<file path="config.mk">
export PLATFORM = sky130hd
export DESIGN_NAME = iccm_boot_arb_flat
export DESIGN_NICKNAME = d
export VERILOG_FILES = /design/src/rtl/iccm_boot_arb_if.sv /design/src/rtl/iccm_boot_arb.sv /design/src/flat_wrapper.sv
export SDC_FILE = /design/constraint.sdc
export NUM_CORES = 1
export LEC_CHECK = 0
export CORE_MARGIN = 4
export CORE_UTILIZATION = 19
export CTS_CLUSTER_DIAMETER = 60
export DETAILED_ROUTE_END_ITERATION = 8
export PLACE_DENSITY = 0.78
export SYNTH_ARGS = -nofsm -noshare
export SYNTH_HDL_FRONTEND = slang
export SYNTH_SLANG_ARGS = --single-unit
</file>
<file path="constraint.sdc">
create_clock -name clk_i -period 1.96 [get_ports clk_i]
set_clock_uncertainty 0.05 [all_clocks]
set_input_delay 0.588 -clock clk_i [delete_from_list [all_inputs] [get_ports clk_i]]
set_output_delay 0.588 -clock clk_i [all_outputs]
set_load 0.01 [all_outputs]
</file>
<file path="src/rtl/iccm_boot_arb_if.sv">
// Programmer / bus-requester / ICCM signal bundle for iccm_boot_arb.
// The slave modport is the arbiter's view; the master modport is the surrounding system.
interface iccm_boot_arb_if;
  logic        prog_we_i;
  logic [11:0] prog_addr_i;
  logic [31:0] prog_wdata_i;
  logic        prog_done_i;

  logic        bus_req_i;
  logic        bus_we_i;
  logic [11:0] bus_addr_i;
  logic [31:0] bus_wdata_i;
  logic [3:0]  bus_be_i;
  logic        bus_gnt_o;
  logic        bus_rvalid_o;
  logic [31:0] bus_rdata_o;

  logic        mem_req_o;
  logic        mem_we_o;
  logic [11:0] mem_addr_o;
  logic [31:0] mem_wdata_o;
  logic [3:0]  mem_be_o;
  logic [31:0] mem_rdata_i;

  logic        core_rst_no;
  logic [12:0] load_words_o;

  modport slave (
    input  prog_we_i, prog_addr_i, prog_wdata_i, prog_done_i,
    input  bus_req_i, bus_we_i, bus_addr_i, bus_wdata_i, bus_be_i,
    output bus_gnt_o, bus_rvalid_o, bus_rdata_o,
    output mem_req_o, mem_we_o, mem_addr_o, mem_wdata_o, mem_be_o,
    input  mem_rdata_i,
    output core_rst_no, load_words_o
  );

  modport master (
    output prog_we_i, prog_addr_i, prog_wdata_i, prog_done_i,
    output bus_req_i, bus_we_i, bus_addr_i, bus_wdata_i, bus_be_i,
    input  bus_gnt_o, bus_rvalid_o, bus_rdata_o,
    input  mem_req_o, mem_we_o, mem_addr_o, mem_wdata_o, mem_be_o,
    output mem_rdata_i,
    input  core_rst_no, load_words_o
  );
endinterface

</file>
<file path="src/rtl/iccm_boot_arb.sv">
// ICCM boot arbiter: programmer download (LOAD/RELEASE) then bus access (RUN); mem_* is combinational, rvalid one cycle after grant.
// Programmer always wins; an ungranted bus request simply stays pending. Word counter enabled by ICCM_BOOT_ARB_WCNT_EN.
module iccm_boot_arb #(
  parameter bit          BOOT_HOLD   = 1'b1,
  parameter int unsigned RELEASE_CYC = 4
) (
  input  logic            clk_i,
  input  logic            rst_ni,
  iccm_boot_arb_if.slave  io
);

  typedef enum logic [1:0] {
    ST_LOAD    = 2'd0,
    ST_RELEASE = 2'd1,
    ST_RUN     = 2'd2
  } state_t;

  localparam state_t     RST_STATE = BOOT_HOLD ? ST_LOAD : ST_RUN;
  localparam logic [3:0] REL_LAST  = 4'(RELEASE_CYC - 1);

  state_t      state_q, state_d;
  logic [3:0]  rel_cnt_q, rel_cnt_d;
  logic        first_q;
  logic        rvalid_q;
  logic        rd_q;

  logic        prog_wr;
  logic        bus_gnt;
  logic        mem_req;
  logic        mem_we;
  logic [11:0] mem_addr;
  logic [31:0] mem_wdata;
  logic [3:0]  mem_be;

  // Nothing reaches the ICCM while reset is held, so its contents survive a reset.
  assign prog_wr = rst_ni & io.prog_we_i;
  assign bus_gnt = rst_ni & ~first_q & (state_q == ST_RUN) & ~io.prog_we_i & io.bus_req_i;

  always_ff @(posedge clk_i) begin
    if (!rst_ni) begin
      state_q   <= RST_STATE;
      rel_cnt_q <= '0;
      first_q   <= 1'b1;
      rvalid_q  <= 1'b0;
      rd_q      <= 1'b0;
    end else begin
      state_q   <= state_d;
      rel_cnt_q <= rel_cnt_d;
      first_q   <= 1'b0;
      rvalid_q  <= bus_gnt;
      rd_q      <= bus_gnt & ~io.bus_we_i;
    end
  end

  always_comb begin
    state_d   = state_q;
    rel_cnt_d = rel_cnt_q;
    unique case (state_q)
      ST_LOAD: begin
        if (io.prog_done_i) begin
          state_d   = ST_RELEASE;
          rel_cnt_d = '0;
        end
      end
      ST_RELEASE: begin
        if (rel_cnt_q == REL_LAST) begin
          state_d   = ST_RUN;
          rel_cnt_d = '0;
        end else begin
          rel_cnt_d = rel_cnt_q + 4'd1;
        end
      end
      ST_RUN: begin
        // A programmer write while running starts a fresh download.
        if (io.prog_we_i) begin
          state_d = ST_LOAD;
        end
      end
      default: begin
        state_d   = RST_STATE;
        rel_cnt_d = '0;
      end
    endcase
  end

  always_comb begin
    mem_req   = 1'b0;
    mem_we    = 1'b0;
    mem_addr  = '0;
    mem_wdata = '0;
    mem_be    = '0;
    if (prog_wr) begin
      mem_req   = 1'b1;
      mem_we    = 1'b1;
      mem_addr  = io.prog_addr_i;
      mem_wdata = io.prog_wdata_i;
      mem_be    = 4'hF;
    end else if (bus_gnt) begin
      mem_req   = 1'b1;
      mem_we    = io.bus_we_i;
      mem_addr  = io.bus_addr_i;
      mem_wdata = io.bus_wdata_i;
      mem_be    = io.bus_be_i;
    end
  end

  assign io.mem_req_o    = mem_req;
  assign io.mem_we_o     = mem_we;
  assign io.mem_addr_o   = mem_addr;
  assign io.mem_wdata_o  = mem_wdata;
  assign io.mem_be_o     = mem_be;

  assign io.bus_gnt_o    = bus_gnt;
  // Gating with rst_ni drops a response that was in flight when reset hit.
  assign io.bus_rvalid_o = rst_ni & rvalid_q;
  assign io.bus_rdata_o  = (rst_ni & rvalid_q & rd_q) ? io.mem_rdata_i : 32'h0;
  assign io.core_rst_no  = rst_ni & (state_q == ST_RUN);

`ifdef ICCM_BOOT_ARB_WCNT_EN
  logic [12:0] words_q;

  // The write that kicks RUN back to LOAD is the first word of the new download.
  always_ff @(posedge clk_i) begin
    if (!rst_ni) begin
      words_q <= '0;
    end else if (prog_wr) begin
      if (state_q == ST_RUN) begin
        words_q <= 13'd1;
      end else if (words_q != 13'd4096) begin
        words_q <= words_q + 13'd1;
      end
    end
  end

  assign io.load_words_o = words_q;
`else
  assign io.load_words_o = '0;
`endif

endmodule

</file>
<file path="src/flat_wrapper.sv">
// flat-port wrapper written by rule: the top's interface ports become plain ports
module iccm_boot_arb_flat 
#(
  parameter bit          BOOT_HOLD   = 1'b1,
  parameter int unsigned RELEASE_CYC = 4
)
  (clk_i, rst_ni, io_prog_we_i, io_prog_addr_i, io_prog_wdata_i, io_prog_done_i, io_bus_req_i, io_bus_we_i, io_bus_addr_i, io_bus_wdata_i, io_bus_be_i, io_bus_gnt_o, io_bus_rvalid_o, io_bus_rdata_o, io_mem_req_o, io_mem_we_o, io_mem_addr_o, io_mem_wdata_o, io_mem_be_o, io_mem_rdata_i, io_core_rst_no, io_load_words_o);
  iccm_boot_arb_if io_i ();
  input  logic clk_i;
  input  logic rst_ni;
  input wire logic [$bits(io_i.prog_we_i)-1:0] io_prog_we_i;
  input wire logic [$bits(io_i.prog_addr_i)-1:0] io_prog_addr_i;
  input wire logic [$bits(io_i.prog_wdata_i)-1:0] io_prog_wdata_i;
  input wire logic [$bits(io_i.prog_done_i)-1:0] io_prog_done_i;
  input wire logic [$bits(io_i.bus_req_i)-1:0] io_bus_req_i;
  input wire logic [$bits(io_i.bus_we_i)-1:0] io_bus_we_i;
  input wire logic [$bits(io_i.bus_addr_i)-1:0] io_bus_addr_i;
  input wire logic [$bits(io_i.bus_wdata_i)-1:0] io_bus_wdata_i;
  input wire logic [$bits(io_i.bus_be_i)-1:0] io_bus_be_i;
  output wire logic [$bits(io_i.bus_gnt_o)-1:0] io_bus_gnt_o;
  output wire logic [$bits(io_i.bus_rvalid_o)-1:0] io_bus_rvalid_o;
  output wire logic [$bits(io_i.bus_rdata_o)-1:0] io_bus_rdata_o;
  output wire logic [$bits(io_i.mem_req_o)-1:0] io_mem_req_o;
  output wire logic [$bits(io_i.mem_we_o)-1:0] io_mem_we_o;
  output wire logic [$bits(io_i.mem_addr_o)-1:0] io_mem_addr_o;
  output wire logic [$bits(io_i.mem_wdata_o)-1:0] io_mem_wdata_o;
  output wire logic [$bits(io_i.mem_be_o)-1:0] io_mem_be_o;
  input wire logic [$bits(io_i.mem_rdata_i)-1:0] io_mem_rdata_i;
  output wire logic [$bits(io_i.core_rst_no)-1:0] io_core_rst_no;
  output wire logic [$bits(io_i.load_words_o)-1:0] io_load_words_o;
  assign io_i.prog_we_i = io_prog_we_i;
  assign io_i.prog_addr_i = io_prog_addr_i;
  assign io_i.prog_wdata_i = io_prog_wdata_i;
  assign io_i.prog_done_i = io_prog_done_i;
  assign io_i.bus_req_i = io_bus_req_i;
  assign io_i.bus_we_i = io_bus_we_i;
  assign io_i.bus_addr_i = io_bus_addr_i;
  assign io_i.bus_wdata_i = io_bus_wdata_i;
  assign io_i.bus_be_i = io_bus_be_i;
  assign io_bus_gnt_o = io_i.bus_gnt_o;
  assign io_bus_rvalid_o = io_i.bus_rvalid_o;
  assign io_bus_rdata_o = io_i.bus_rdata_o;
  assign io_mem_req_o = io_i.mem_req_o;
  assign io_mem_we_o = io_i.mem_we_o;
  assign io_mem_addr_o = io_i.mem_addr_o;
  assign io_mem_wdata_o = io_i.mem_wdata_o;
  assign io_mem_be_o = io_i.mem_be_o;
  assign io_i.mem_rdata_i = io_mem_rdata_i;
  assign io_core_rst_no = io_i.core_rst_no;
  assign io_load_words_o = io_i.load_words_o;
  iccm_boot_arb #(.BOOT_HOLD(BOOT_HOLD), .RELEASE_CYC(RELEASE_CYC)) u_core (.clk_i(clk_i), .rst_ni(rst_ni), .io(io_i));
endmodule
</file>
==> results.sh, run 1 <==
export IMPL_status="finished, violations left"
export IMPL_violations="setup timing"
export IMPL_synth_top_area_share_pct=26.74
export IMPL_dieArea_um2=8099
export IMPL_drc=0
export IMPL_ys_flop_type="dfxtp_1"
export IMPL_io_buffers=214
export IMPL_cp_required_ns=1.32
export IMPL_die_x_um=90.00
export IMPL_stdcell_count=488
export IMPL_regArea_um2=188.9
export IMPL_synth_most_common_cell="a22o_1"
export IMPL_drive_gt1_share_pct=45.85
export IMPL_clockBufferDepth=2
export IMPL_dp_cells=450
export IMPL_ir_worst_vdd_mv=0.4147
export IMPL_async_flop_share_pct=0
export IMPL_arrival_ns=1.59
export IMPL_rows=29
export IMPL_fin_crit_ns=2.233
export IMPL_wire_per_inst_um=19.06
export IMPL_die_h_um=90.00
export IMPL_finalSetupTns_ns=-16.23
export IMPL_nNetsFinal=542
export IMPL_wirelength_mm=9.299
export IMPL_grt_first_pass_wirelength_mm=13.91
export IMPL_critical_path_endpoint_type="output pin"
export IMPL_core_um2=6422
export IMPL_leakage_nw=1.929
export IMPL_ys_ff_latch=9
export IMPL_place_gp_congestion=0.8937
export IMPL_fin_area_um2=4066
export IMPL_start_util_pct=19.89
export IMPL_io_pins=228
export IMPL_synth_cells=162
export IMPL_clock_sinks=9
export IMPL_synth_cell_types=34
export IMPL_total_power_mw=0.9243
export IMPL_grt_overflow_total=0
export IMPL_postPlaceCellArea_um2=3493
export IMPL_crit_type="in2out"
export IMPL_clk_latency_ns=0.23
export IMPL_multiInputGateArea_um2=1115
export IMPL_antenna_found_initial=1
export IMPL_rsz0062_at_grt="yes"
export IMPL_grt_usage_pct=21.29
export IMPL_dp_hpwl_mm=6.595
export IMPL_root_buffer="clkbuf_8"
export IMPL_max_cap_violations=0
export IMPL_p_per_area_nw_per_um2=227.3
export IMPL_grt_max_degree=30
export IMPL_pre_cts_ws_ns=-1.101
export IMPL_dr_pass1_iters=4
export IMPL_grt_pass1_vias=2354
export IMPL_setup_slack_ns=-0.2726
export IMPL_hold_class="reg2reg"
export IMPL_h_tree_depth=1
export IMPL_yosysTopAreaCell="a22o_1"
export IMPL_slew_viol_final=0
export IMPL_fin_util_pct=63.32
export IMPL_drt_iter0_drc=75
export IMPL_cts_tree="built"
export IMPL_synth_edff_count=0
export IMPL_numCtsBuffers=3
export IMPL_cts_hold_buffers=0
export IMPL_synthTopCellsByArea="a22o_1 (27%), and2_1 (16%), dfxtp_1 (14%), buf_4 (8.8%), buf_6 (4.4%)"
export IMPL_setup_viol=82
export IMPL_avgViaCountPerCell=4.625
export IMPL_yosys_warnings=0
export IMPL_ys_seq_area_share_pct=14.10
export IMPL_ys_top_cells_by_count="a22o_1 (39), and2_1 (33), buf_4 (15)"
export IMPL_fin_hold_ws_ns=0.4721
export IMPL_area_growth_pct=218.3
export IMPL_postRouteAntennaNets=0
export IMPL_netlist_area_um2=1277
export IMPL_worstSetupStartpointType="primary input"
export IMPL_hold_viol=0
export IMPL_clk_pin_slew_ns=0.05
export IMPL_critPathMaxFanout=11
export IMPL_fmax_mhz=447.9
export IMPL_fillers=538
export IMPL_vias=2257
export IMPL_period_share_pct=113.9
export IMPL_synth_area_per_cell_um2=7.886
## timing repair
action | in CTS | in global routing
hold endpoints to repair | 0 | 0
buffers inserted | 25 | 5
pin swaps | 30 | 23
gates resized for setup | 453 | 30
setup endpoints to repair | 85 | 85
gates cloned | 7 | 1
## cell families (layout without fill, tap and decap cells)
kind of cell,after synthesis,after routing,synth area share [%]
simple gates,66,66,32.71
flops,9,9,14.10
fa+ha+maj,1,1,0.9793
compound gates,54,54,35.36
other cells,1,14,0.2935
buf+inv,31,267,16.55
## where the power goes
| part | total [mW] | internal (mW) | switching (mW) |
|---|---|---|---|
| combinational | 0.519 | 0.346 | 0.174 |
| sequential | 0.192 | 0.187 | 0.00413 |
| clock | 0.214 | 0.139 | 0.0749 |
## state kept, by name, summed over array words and instances, names as in the netlist
name	cells
u_core.state_q	2
u_core.rd_q	1
u_core.rvalid_q	1
u_core.rel_cnt_q	4
u_core.first_q	1
## cells in the final DEF (no fill, tap or decap), types with 2 or more instances in the layout
cell type,synthesis,layout
nor2_4,0,5
buf_6,5,63
dfxtp_1,9,6
buf_12,0,4
o21ai_0,2,2
a21oi_1,3,3
buf_16,0,6
buf_4,15,17
dlygate4sd2_1,0,4
buf_8,0,2
a22o_1,39,39
nor2b_1,2,2
nand3_1,3,3
dfxtp_4,0,2
conb_1,1,13
a22o_4,0,2
inv_1,5,5
nor2_1,11,5
and2_4,0,32
nand2b_1,4,3
buf_2,1,37
clkdlybuf4s50_1,0,124
and2_1,33,2
a22o_2,5,3
clkbuf_8,0,3
## worst paths after layout
kind / startpoint / to / slack [ns] / cells after the start
setup reg to reg: u_core.first_q$_DFF_P_ / u_core.rd_q$_SDFF_PN0_ / 0.08 / 11
hold / removal: u_core.rel_cnt_q[2]$_SDFFE_PN0P_ / u_core.rel_cnt_q[2]$_SDFFE_PN0P_ / 0.47 / 2
setup / recovery: rst_ni / io_mem_wdata_o[24] / -0.27 / 7
hold reg to reg: u_core.rel_cnt_q[2]$_SDFFE_PN0P_ / u_core.rel_cnt_q[2]$_SDFFE_PN0P_ / 0.47 / 2
## worst max-delay path: stages
cell	delay, ns
buf_8	0.08
nand3b_4	0.08
nor3_4	0.22
buf_12	0.18
clkbuf_16	0.17
a22o_1	0.14
buf_2	0.13
## per-layer routing
layer | up-vias | track usage [%] | part of all wire (%)
met3 | 12 | 5.927 | 7.6
li1 | 1073 | - | -
met2 | 119 | 42.23 | 54
met5 | - | 0 | 0
met4 | 0 | 3.189 | 1.4
met1 | 1053 | 22.54 | 37
## cell type report
| class | count | area share [%] |
|---|---|---|
| sequential | 9 | 4.646 |
| clock buffer | 3 | 1.015 |
| timing repair buffer | 258 | 63.91 |
| clock inverter | 1 | 0.1231 |
| tap | 77 | 2.369 |
| multi-input combinational | 134 | 27.42 |
| inverter | 5 | 0.4615 |
| antenna | 1 | 0.06154 |
(Power assumes the default switching activity.)
==> inputs of run 2 (changes only) <==
Settings changed: PLACE_DENSITY 0.78 to unset, PLACE_DENSITY_LB_ADDON set to 0.25.
==> run 2 against run 1 <==
Against the previous run:
- the run still ends with setup timing left
- flip-flop and latch count did not move
- cell count rose by 1.0%
- maximum frequency increased by 0.26%
- register-to-register slack worse by 0.31 ns
- power grew 4.2%
- first-iteration DRC count down 63%
- critical path depth is the same
- die area did not move
- largest cell class unchanged
- largest power group unchanged
- highest routed layer unchanged
==> results.sh, run 2 (same netlist as run 1, synthesis figures left out) <==
export IMPL_path_delay_family="buffers and inverters"
export IMPL_cts_hold_buffers=0
export IMPL_wl_met3_um=632
export IMPL_dp_hpwl_mm=6.116
export IMPL_wire_per_inst_um=17.52
export IMPL_path_buf_inv=5
export IMPL_drive_gt1_share_pct=46.39
export IMPL_status="finished, violations left"
export IMPL_cp_common_cell="buf_6"
export IMPL_fin_crit_ns=2.227
export IMPL_io_buffers=214
export IMPL_crit_slowest_cell="a22o_4"
export IMPL_clockBufferDepth=2
export IMPL_layout_commonest_cell="clkdlybuf4s50_1"
export IMPL_setup_viol=84
export IMPL_postRouteAntennaNets=0
export IMPL_arrival_ns=1.59
export IMPL_slew_viol_final=0
export IMPL_violations="setup timing"
export IMPL_critPathMaxFanout=8
export IMPL_wirelength_mm=8.638
export IMPL_finalSetupTns_ns=-14.07
export IMPL_pre_cts_ws_ns=-1.116
export IMPL_hold_class="reg2reg"
export IMPL_grt_overflow_total=0
export IMPL_core_um2=6422
export IMPL_mostFrequentLayoutCells="clkdlybuf4s50_1 (126), buf_6 (53), buf_2 (40)"
export IMPL_clk_latency_ns=0.24
export IMPL_antenna_found_initial=0
export IMPL_clk_pin_slew_ns=0.05
export IMPL_max_cap_violations=0
export IMPL_grt_max_degree=21
export IMPL_grt_usage_pct=18.96
export IMPL_p_per_area_nw_per_um2=232.5
export IMPL_grt_pass1_vias=2230
export IMPL_multiInputGateArea_um2=1115
export IMPL_cp_required_ns=1.32
export IMPL_regArea_um2=188.9
export IMPL_ir_worst_vdd_mv=0.3043
export IMPL_reg_largest_list="u_core.rel_cnt_q (4), u_core.state_q (2)"
export IMPL_root_buffer="clkbuf_8"
export IMPL_m1WireLength_mm=3.216
export IMPL_wl_met2_mm=4.669
export IMPL_rsz0062_at_grt="yes"
export IMPL_leakage_nw=1.976
export IMPL_die_x_um=90.00
export IMPL_highest_layer="met4"
export IMPL_period_share_pct=113.6
export IMPL_fin_area_um2=4144
export IMPL_regMostFlops="u_core.rel_cnt_q"
export IMPL_place_gp_congestion=0.7550
export IMPL_start_util_pct=19.89
export IMPL_vias=2197
export IMPL_drc=0
export IMPL_critical_path_endpoint_type="output pin"
export IMPL_postPlaceCellArea_um2=3521
export IMPL_crit_type="in2out"
export IMPL_avgViaCountPerCell=4.456
export IMPL_io_pins=228
export IMPL_die_h_um=90.00
export IMPL_h_tree_depth=1
export IMPL_grt_first_pass_wirelength_mm=12.43
export IMPL_cpPeakStageDelay_ns=0.22
export IMPL_diodes=0
export IMPL_largest_reg_flops=4
export IMPL_worstSetupStartpointType="primary input"
export IMPL_setup_slack_ns=-0.2668
export IMPL_clock_sinks=9
export IMPL_area_growth_pct=224.4
export IMPL_drt_iter0_drc=28
export IMPL_dieArea_um2=8099
export IMPL_dr_pass1_iters=4
export IMPL_numCtsBuffers=3
export IMPL_nNetsFinal=548
export IMPL_worstPathCellList="buf_8 > buf_6 > and2_4 > buf_12 > buf_16 > a22o_4 > buf_6"
export IMPL_rows=29
export IMPL_cts_tree="built"
export IMPL_hold_viol=0
export IMPL_total_power_mw=0.9636
export IMPL_fillers=557
export IMPL_fmax_mhz=449.1
run 2: worst register-to-register path, cell delays in order (launching register included):
cell and delay, ns:
dfxtp_2 0.33, nand2b_4 0.15, buf_4 0.14, buf_4 0.12, buf_4 0.12, buf_4 0.12
buf_4 0.12, buf_4 0.12, buf_4 0.12, buf_4 0.12, buf_4 0.13, buf_4 0.12
buf_4 0.12, buf_6 0.11, nor4_2 0.12
run 2: timing repair:
item	CTS	global route
pin swaps	27	27
setup buffers	23	9
gates resized for setup	413	59
endpoints found under the setup margin	85	86
gates cloned	10	2
run 2: final timing paths:
kind	startpoint	endpoint	slack, ns	cells after the start
setup / recovery	rst_ni	io_mem_addr_o[1]	-0.27	7
hold / removal	u_core.rel_cnt_q[2]$_SDFFE_PN0P_	u_core.rel_cnt_q[2]$_SDFFE_PN0P_	0.46	2
setup reg to reg	u_core.first_q$_DFF_P_	u_core.rd_q$_SDFF_PN0_	-0.23	14
hold reg to reg	u_core.rel_cnt_q[2]$_SDFFE_PN0P_	u_core.rel_cnt_q[2]$_SDFFE_PN0P_	0.46	2
run 2: per-stage QoR:
stage / hold slack, ns / std cells / utilization, %
4_1_cts: 0.4614 / 487 / 60.37
2_1_floorplan: 0.4328 / 174 / -
5_1_grt: 0.4974 / 493 / 64.52
6_report: 0.4599 / 493 / 64.52
3_3_place_gp: 0.4536 / 452 / 54.82
3_5_place_dp: 0.4550 / 452 / 54.82
run 2: metal layers:
layer,vias up,track usage (%)
met3,8,5.593
met2,108,37.72
met4,0,2.551
li1,1084,-
met1,997,19.92
met5,-,0
run 2: power by group:
part / leakage (nW) / internal [mW] / total (mW) / switching [mW]
registers: 0.0747 / 0.187 / 0.193 / 0.00586
clock network: 0.0228 / 0.143 / 0.225 / 0.0822
logic: 1.88 / 0.378 / 0.546 / 0.168
run 2: area by class of cell:
type                    instances  share of cell area [%]
repair buffers                264                   64.67
multi-input cells             134                   26.90
flip-flops and latches          9                   4.559
well taps                      77                   2.325
clock buffers                   4                   1.087
inverters                       5                  0.4529
